$ cat src/rtl/spi_slave_pkg.sv
// ---------------------------------------------------------------------------
// spi_slave_pkg
// Shared types and constants for the SPI slave receiver.
//   lane_mode_e      : value of the 2-bit mode input (11 behaves as SINGLE)
//   rx_state_e       : receiver FSM states (CMD, RUN, HOLD)
//   CMD_TARGET       : shift-count target used in CMD (8 single-lane bits)
//   lanes_per_cycle(): number of new bits taken per sclk cycle
// ---------------------------------------------------------------------------
package spi_slave_pkg;

   typedef enum logic [1:0] {
      SINGLE = 2'b00,
      DUAL   = 2'b01,
      QUAD   = 2'b10
   } lane_mode_e;

   typedef enum logic [1:0] {
      CMD  = 2'b00,
      RUN  = 2'b01,
      HOLD = 2'b10
   } rx_state_e;

   localparam int CMD_TARGET = 7;

   // CMD always samples one lane; only RUN honours the lane mode.
   function automatic logic [2:0] lanes_per_cycle(input rx_state_e st, input logic [1:0] mode);
      logic [2:0] n;
      n = 3'd1;
      if (st == RUN) begin
         if (mode == DUAL) begin
            n = 3'd2;
         end else if (mode == QUAD) begin
            n = 3'd4;
         end
      end
      return n;
   endfunction

endpackage

$ cat src/rtl/spi_slave_rx_fifo.sv
// ---------------------------------------------------------------------------
// spi_slave_rx_fifo
// Show-ahead FIFO for received words. The head word is presented on
// pop_data as soon as it is written; pop_data is forced to 0 when empty.
// Ports:
//   clk, srst           : clock, synchronous active-high reset
//   push, push_data     : write request and word (ignored when full unless
//                         a pop happens in the same cycle)
//   pop                 : read request (ignored when empty)
//   pop_data            : head-of-FIFO word
//   full, empty, level  : occupancy status, level in 0..DEPTH
// ---------------------------------------------------------------------------
module spi_slave_rx_fifo #(
   parameter int WIDTH = 32,
   parameter int DEPTH = 4
) (
   input  logic                     clk,
   input  logic                     srst,
   input  logic                     push,
   input  logic [WIDTH-1:0]         push_data,
   input  logic                     pop,
   output logic [WIDTH-1:0]         pop_data,
   output logic                     full,
   output logic                     empty,
   output logic [$clog2(DEPTH):0]   level
);

   localparam int AW = $clog2(DEPTH);
   localparam int LW = AW + 1;

   logic [WIDTH-1:0] mem [DEPTH];
   logic [AW-1:0]    wr_ptr_reg;
   logic [AW-1:0]    rd_ptr_reg;
   logic [LW-1:0]    level_reg;
   logic             do_push;
   logic             do_pop;

   assign full    = (level_reg == LW'(DEPTH));
   assign empty   = (level_reg == '0);
   assign do_pop  = pop && !empty;
   // When full, a simultaneous pop frees the slot the write lands in.
   assign do_push = push && (!full || do_pop);

   assign pop_data = empty ? '0 : mem[rd_ptr_reg];
   assign level    = level_reg;

   always_ff @(posedge clk) begin
      if (do_push) begin
         mem[wr_ptr_reg] <= push_data;
      end
   end

   // DEPTH is a power of two, so pointers wrap by natural overflow.
   always_ff @(posedge clk) begin
      if (srst) begin
         wr_ptr_reg <= '0;
         rd_ptr_reg <= '0;
         level_reg  <= '0;
      end else begin
         if (do_push) begin
            wr_ptr_reg <= wr_ptr_reg + AW'(1);
         end
         if (do_pop) begin
            rd_ptr_reg <= rd_ptr_reg + AW'(1);
         end
         case ({do_push, do_pop})
            2'b10:   level_reg <= level_reg + LW'(1);
            2'b01:   level_reg <= level_reg - LW'(1);
            default: level_reg <= level_reg;
         endcase
      end
   end

endmodule

$ cat src/rtl/spi_slave_rx_mq.sv
// ---------------------------------------------------------------------------
// spi_slave_rx_mq
// SPI slave receiver with 1/2/4-lane shifting and a show-ahead word FIFO.
// After reset the block sits in CMD and collects an 8-bit command on
// sdi[0]; counter_in_upd then starts RUN words of (counter_in+1) cycles.
// Ports:
//   sclk            : the only clock
//   cs              : synchronous active-high reset (high = deselected)
//   sdi[3:0]        : serial lanes, sdi[k-1] is the MSB of each beat
//   mode[1:0]       : 00 single, 01 dual, 10 quad, 11 single
//   counter_in      : shift cycles minus 1 for the next word
//   counter_in_upd  : strobe loading counter_in and starting a word
//   cont            : restart automatically after a completed word
//   data, data_valid, data_ready : FIFO head handshake
//   level           : FIFO occupancy
//   overflow        : sticky, a word was dropped on a full FIFO
//   busy            : 1 in CMD and RUN
//   lsb_first       : only with SPI_SLAVE_RX_LSB_FIRST_EN defined; reverses
//                     the received bits of each word before the push
// ---------------------------------------------------------------------------
module spi_slave_rx_mq #(
   parameter int DATA_WIDTH = 32,
   parameter int FIFO_DEPTH = 4,
   parameter int CNT_WIDTH  = 8
) (
   input  logic                          sclk,
   input  logic                          cs,
   input  logic [3:0]                    sdi,
   input  logic [1:0]                    mode,
   input  logic [CNT_WIDTH-1:0]          counter_in,
   input  logic                          counter_in_upd,
   input  logic                          cont,
   output logic [DATA_WIDTH-1:0]         data,
   output logic                          data_valid,
   input  logic                          data_ready,
   output logic [$clog2(FIFO_DEPTH):0]   level,
   output logic                          overflow,
   output logic                          busy
`ifdef SPI_SLAVE_RX_LSB_FIRST_EN
   ,
   input  logic                          lsb_first
`endif
);

   import spi_slave_pkg::*;

   rx_state_e              state_reg;
   logic [CNT_WIDTH-1:0]   target_reg;
   logic [CNT_WIDTH-1:0]   count_reg;
   logic [DATA_WIDTH-1:0]  shift_reg;
   logic                   overflow_reg;

   logic [2:0]             lanes;
   logic [DATA_WIDTH-1:0]  shift_next;
   logic [DATA_WIDTH-1:0]  push_word;
   logic                   shifting;
   logic                   word_done;
   logic                   push;
   logic                   pop;
   logic                   fifo_full;
   logic                   fifo_empty;

   assign lanes     = lanes_per_cycle(state_reg, mode);
   assign shifting  = (state_reg != HOLD);
   assign word_done = (count_reg == target_reg);
   // A word completing in the same cycle as a strobe is still pushed;
   // only an unfinished word is thrown away by the strobe.
   assign push      = shifting && word_done;
   assign pop       = data_valid && data_ready;

   // New bits enter at the bottom; bits leaving the top are lost.
   always_comb begin
      shift_next = {shift_reg[DATA_WIDTH-2:0], sdi[0]};
      if (lanes == 3'd2) begin
         shift_next = {shift_reg[DATA_WIDTH-3:0], sdi[1:0]};
      end else if (lanes == 3'd4) begin
         shift_next = {shift_reg[DATA_WIDTH-5:0], sdi};
      end
   end

`ifdef SPI_SLAVE_RX_LSB_FIRST_EN
   logic [DATA_WIDTH-1:0]  rev_full;
   logic [DATA_WIDTH-1:0]  low_mask;
   int unsigned            word_len;

   for (genvar gi = 0; gi < DATA_WIDTH; gi++) begin : g_rev
      assign rev_full[gi] = shift_next[DATA_WIDTH-1-gi];
   end

   // Reversing only the received span: full reversal, then shift the
   // span back down to bit 0; bits above the span pass unchanged.
   always_comb begin
      word_len = (32'(target_reg) + 32'd1) * 32'(lanes);
      if (word_len > 32'(DATA_WIDTH)) begin
         word_len = 32'(DATA_WIDTH);
      end
      low_mask  = ~({DATA_WIDTH{1'b1}} << word_len);
      push_word = shift_next;
      if (lsb_first) begin
         push_word = (shift_next & ~low_mask)
                   | ((rev_full >> (32'(DATA_WIDTH) - word_len)) & low_mask);
      end
   end
`else
   assign push_word = shift_next;
`endif

   always_ff @(posedge sclk) begin
      if (cs) begin
         state_reg    <= CMD;
         target_reg   <= CNT_WIDTH'(CMD_TARGET);
         count_reg    <= '0;
         shift_reg    <= '0;
         overflow_reg <= 1'b0;
      end else begin
         if (push && fifo_full && !pop) begin
            overflow_reg <= 1'b1;
         end
         if (counter_in_upd) begin
            state_reg  <= RUN;
            target_reg <= counter_in;
            count_reg  <= '0;
            shift_reg  <= '0;
         end else if (shifting) begin
            shift_reg <= shift_next;
            if (word_done) begin
               count_reg <= '0;
               state_reg <= cont ? RUN : HOLD;
            end else begin
               count_reg <= count_reg + CNT_WIDTH'(1);
            end
         end
      end
   end

   assign overflow = overflow_reg;
   assign busy     = (state_reg != HOLD);

   spi_slave_rx_fifo #(
      .WIDTH (DATA_WIDTH),
      .DEPTH (FIFO_DEPTH)
   ) u_fifo (
      .clk       (sclk),
      .srst      (cs),
      .push      (push),
      .push_data (push_word),
      .pop       (pop),
      .pop_data  (data),
      .full      (fifo_full),
      .empty     (fifo_empty),
      .level     (level)
   );

   assign data_valid = !fifo_empty;

endmodule

$ cat config.mk
export PLATFORM = sky130hd
export DESIGN_NAME = spi_slave_rx_mq
export DESIGN_NICKNAME = d
export VERILOG_FILES = /design/src/rtl/spi_slave_pkg.sv /design/src/rtl/spi_slave_rx_fifo.sv /design/src/rtl/spi_slave_rx_mq.sv
export SDC_FILE = /design/constraint.sdc
export NUM_CORES = 1
export LEC_CHECK = 0
export BUFFER_PORTS_ARGS = -buffer_cell sky130_fd_sc_hd__buf_2
export CAP_MARGIN = 15
export CORE_MARGIN = 3
export CORE_UTILIZATION = 60
export DETAILED_ROUTE_END_ITERATION = 12
export HOLD_SLACK_MARGIN = 0.06
export PLACE_DENSITY = 0.79
export SETUP_SLACK_MARGIN = 0.1
export SLEW_MARGIN = 10
export SYNTH_ARGS = -nofsm -noshare
export SYNTH_HDL_FRONTEND = slang
export SYNTH_SLANG_ARGS = --single-unit
$ cat constraint.sdc
create_clock -name sclk -period 3.13 [get_ports sclk]
set_input_delay 0.626 -clock sclk [delete_from_list [all_inputs] [get_ports sclk]]
set_output_delay 0.626 -clock sclk [all_outputs]
set_load 0.005 [all_outputs]
==> flow_summary.yaml <==
outcome:
  outcome: "finished, final reports clean"
yosys:
  synth_edf_count: 128
  synthArstFlopShare: 0
  synthAdderAreaFrac: 0.0148
  synth_nets: 604
  yosysMostFrequentCell: "edfxtp_1"
  ys_ff_latch: 187
  yosys-mux-area-fraction: 0.104
  yosys.area_share.simple: 0.103
  synth_common_cells: "edfxtp_1 (128), dfxtp_1 (59), and2_1 (37), nand3_1 (37), nor3_1 (35)"
  seq_area_frac_synth: 0.621
  synth_compound_gate_area_share: 0.106
  syn_avg_cell_area_sq_um: 14.1
  ys_types: 43
  syn-cell-area_sq_um: 8100
  ys_top_cells_by_area: "edfxtp_1 (47%), dfxtp_1 (15%), mux4_2 (8.9%)"
  synth-xor-area-share: 0.0195
  synth_top_family_by_area: "compound AO/OA/AOI/OAI gates"
  ys.flop_type: "edfxtp_1"
  synth_top_area_cell: "edfxtp_1"
  yosysTopAreaCellShare: 0.475
  synth_cells: 576
  yosys_warnings: 0
clocking:
  cts_made_buffers: 17
  cts_setup_buffers: 0
  ctsRootBufferMaster: "clkbuf_16"
  cts_hold_buf: 0
  cts.path.max_buffers: 2
  cts.clk_slew.worst_paths_ns: 0.06
  cts_tree: "done"
  clock-sinks: 187
  clk_latency_ns: 0.43
  cts_resized: 0
  htreeDepth: 4
worst_setup_path:
  worst_path_most_repeated_cell: "inv_1"
  r2r_end: "u_fifo.level[2]$_SDFFE_PP0P_"
  slowest_delay_ns: 0.60
  critPathBufInv: 2
  critPathMaxFanout: 7
  cpMaxStageDelayCell: "nor4_2"
  start_kind: "flip-flop"
  worst_ep_arrival_time_ns: 3.00
  end_kind: "flip-flop"
  reg2regPathDepth: 10
  r2r-start: "count_reg[0]$_SDFFE_PP0P_"
  r2r_setup_slack_ns: 0.47
  cp.required_ns: 3.47
  path_delay_family: "simple AND/OR/NAND/NOR gates"
  path_depth: 10
  crit_chain: "xnor2_1 > nand3_1 > nor4_2 > inv_1 > ha_1 > inv_1 > fa_1 > xor2_1 > or3_1 > a21oi_1"
  crit_type: "reg -> reg"
route:
  drtIter0Drc: 442
  drt_wl_total_um: 15700
  drt-vias-per-instance: 6.16
  first_pass_iters: 5
  post-route-drc-count: 0
  antenna_left: 0
  vias: 4968
  drt-wirelength-per-cell_um: 19.5
power:
  leakagePower_nw: 2.98
  powerDensity_nw_per_um2: 545
  ir_drop_uv: 352
die:
  core_sq_um: 12900
  dieArea_sq_um: 14900
  die_height_um: 122
  num_rows: 41
  die_w_um: 122
  start_util: 0.626
  num_io_pins: 57
layout:
  fin_util: 0.706
  antenna_cells: 0
  fillers: 859
  area_growth_syn_to_layout_pct: 12.8
  largest_reg_flops: 128
  stdcell_count: 807
  layout.nets: 650
  layout-drive-gt1-share: 0.265
grt:
  grt_overflow: 0
  grt_usage: 0.224
  grt_start_max_net_pins: 61
  grt_pass1_wl_um: 25500
  grt_pass1_vias: 4963
  antenna_found_initial: 0
flow_run:
  cap_violations: 0
sta:
  whs_ns: 0.421
  worstMarginPinSlew_ns: 0.598
  setup-violations-final: 0
  slew_headroom: 0.599
  finalClockSkew_ns: 0.0102
  fin_crit_sh: 0.849
  slew_viol_final: 0
  max_freq_mhz: 376
  final-hold-violation-count: 0
  tns_ns: 0
  rsz0062_at_grt: "false"
  layout_min_cycle_time_ns: 2.66
place:
  io_buffers: 56
  dp_cells: 775
  gp_congestion: 0.823
  place.detailed.hpwl_um: 9750
worst_hold_path:
  hold_path_class: "in -> reg"
  worstHoldEndpoint: "target_reg[2]$_SDFFE_PP1P_"
  whs_path_depth: 3
  worstHoldStart: "counter_in[2]"
## layout make-up
class                      instances  area, sq um  share of cell area
sequential                       187         5030               0.551
inverter                          13         48.8             0.00535
multi-input combinational        331         2840               0.311
timing repair buffer              72          413              0.0452
tap                              172          215              0.0236
clock inverter                    10          144              0.0158
clock buffer                      22          444              0.0487
## kinds of logic after synthesis
group | after synthesis
AOI/OAI and AO/OA | 102
xor gates and xnor gates | 18
adders and majority gates | 9
buffers and inverters | 58
DFF | 187
muxes | 44
and+or+nand+nor | 158
## metal layers
layer	track usage	wire, um
met5	0	0
met4	0.0735	197
met3	0.0474	855
met2	0.376	8050
met1	0.293	6620
## worst max path at each step
stage,slack (ns),to,startpoint
after detailed placement,0.34,u_fifo.level[2]$_SDFFE_PP0P_,data_ready
final,0.47,u_fifo.level[2]$_SDFFE_PP0P_,count_reg[0]$_SDFFE_PP0P_
after floorplan,0.64,u_fifo.mem[0][0]$_DFFE_PP_,state_reg[1]$_SDFFE_PP0P_
after global routing,0.21,u_fifo.level[2]$_SDFFE_PP0P_,state_reg[1]$_SDFFE_PP0P_
after CTS,0.48,u_fifo.level[2]$_SDFFE_PP0P_,state_reg[1]$_SDFFE_PP0P_
after global placement,0.51,u_fifo.level[2]$_SDFFE_PP0P_,data_ready
## worst register-to-register path, stage by stage (launching register included)
cell and delay [ns]:
dfxtp_1 0.48, xnor2_1 0.19, nand3_1 0.17, nor4_2 0.60, inv_1 0.11, ha_1 0.23, inv_1 0.07, fa_1 0.17
xor2_1 0.07, or3_1 0.31, a21oi_1 0.17
## report_power, final
group	total [mW]	switching [mW]	internal, mW
Combinational	0.192	0.124	0.0676
Clock	2.12	0.866	1.26
Sequential	2.66	0.0153	2.64
Total	4.97	1.01	3.97
## cell usage in the layout, fill, tap and decap left out, drive strengths merged, types with 22 or more instances in the layout
cell type	count
nor3	35
nor2	22
mux4	32
o21ai	32
edfxtp	128
and2	37
a22o	29
clkbuf	22
buf	72
nand3	37
dfxtp	59
a31oi	31
## per-stage QoR
step	setup slack [ns]	cell area (sq um)	power, mW
3_5_place_dp	0.339	8540	2.90
4_1_cts	0.485	9130	5.01
2_1_floorplan	0.643	8100	2.84
6_report	0.473	9130	4.97
5_1_grt	0.212	9130	5.14
3_3_place_gp	0.505	8540	2.89
Note: power is estimated with default switching activity, not from simulation.
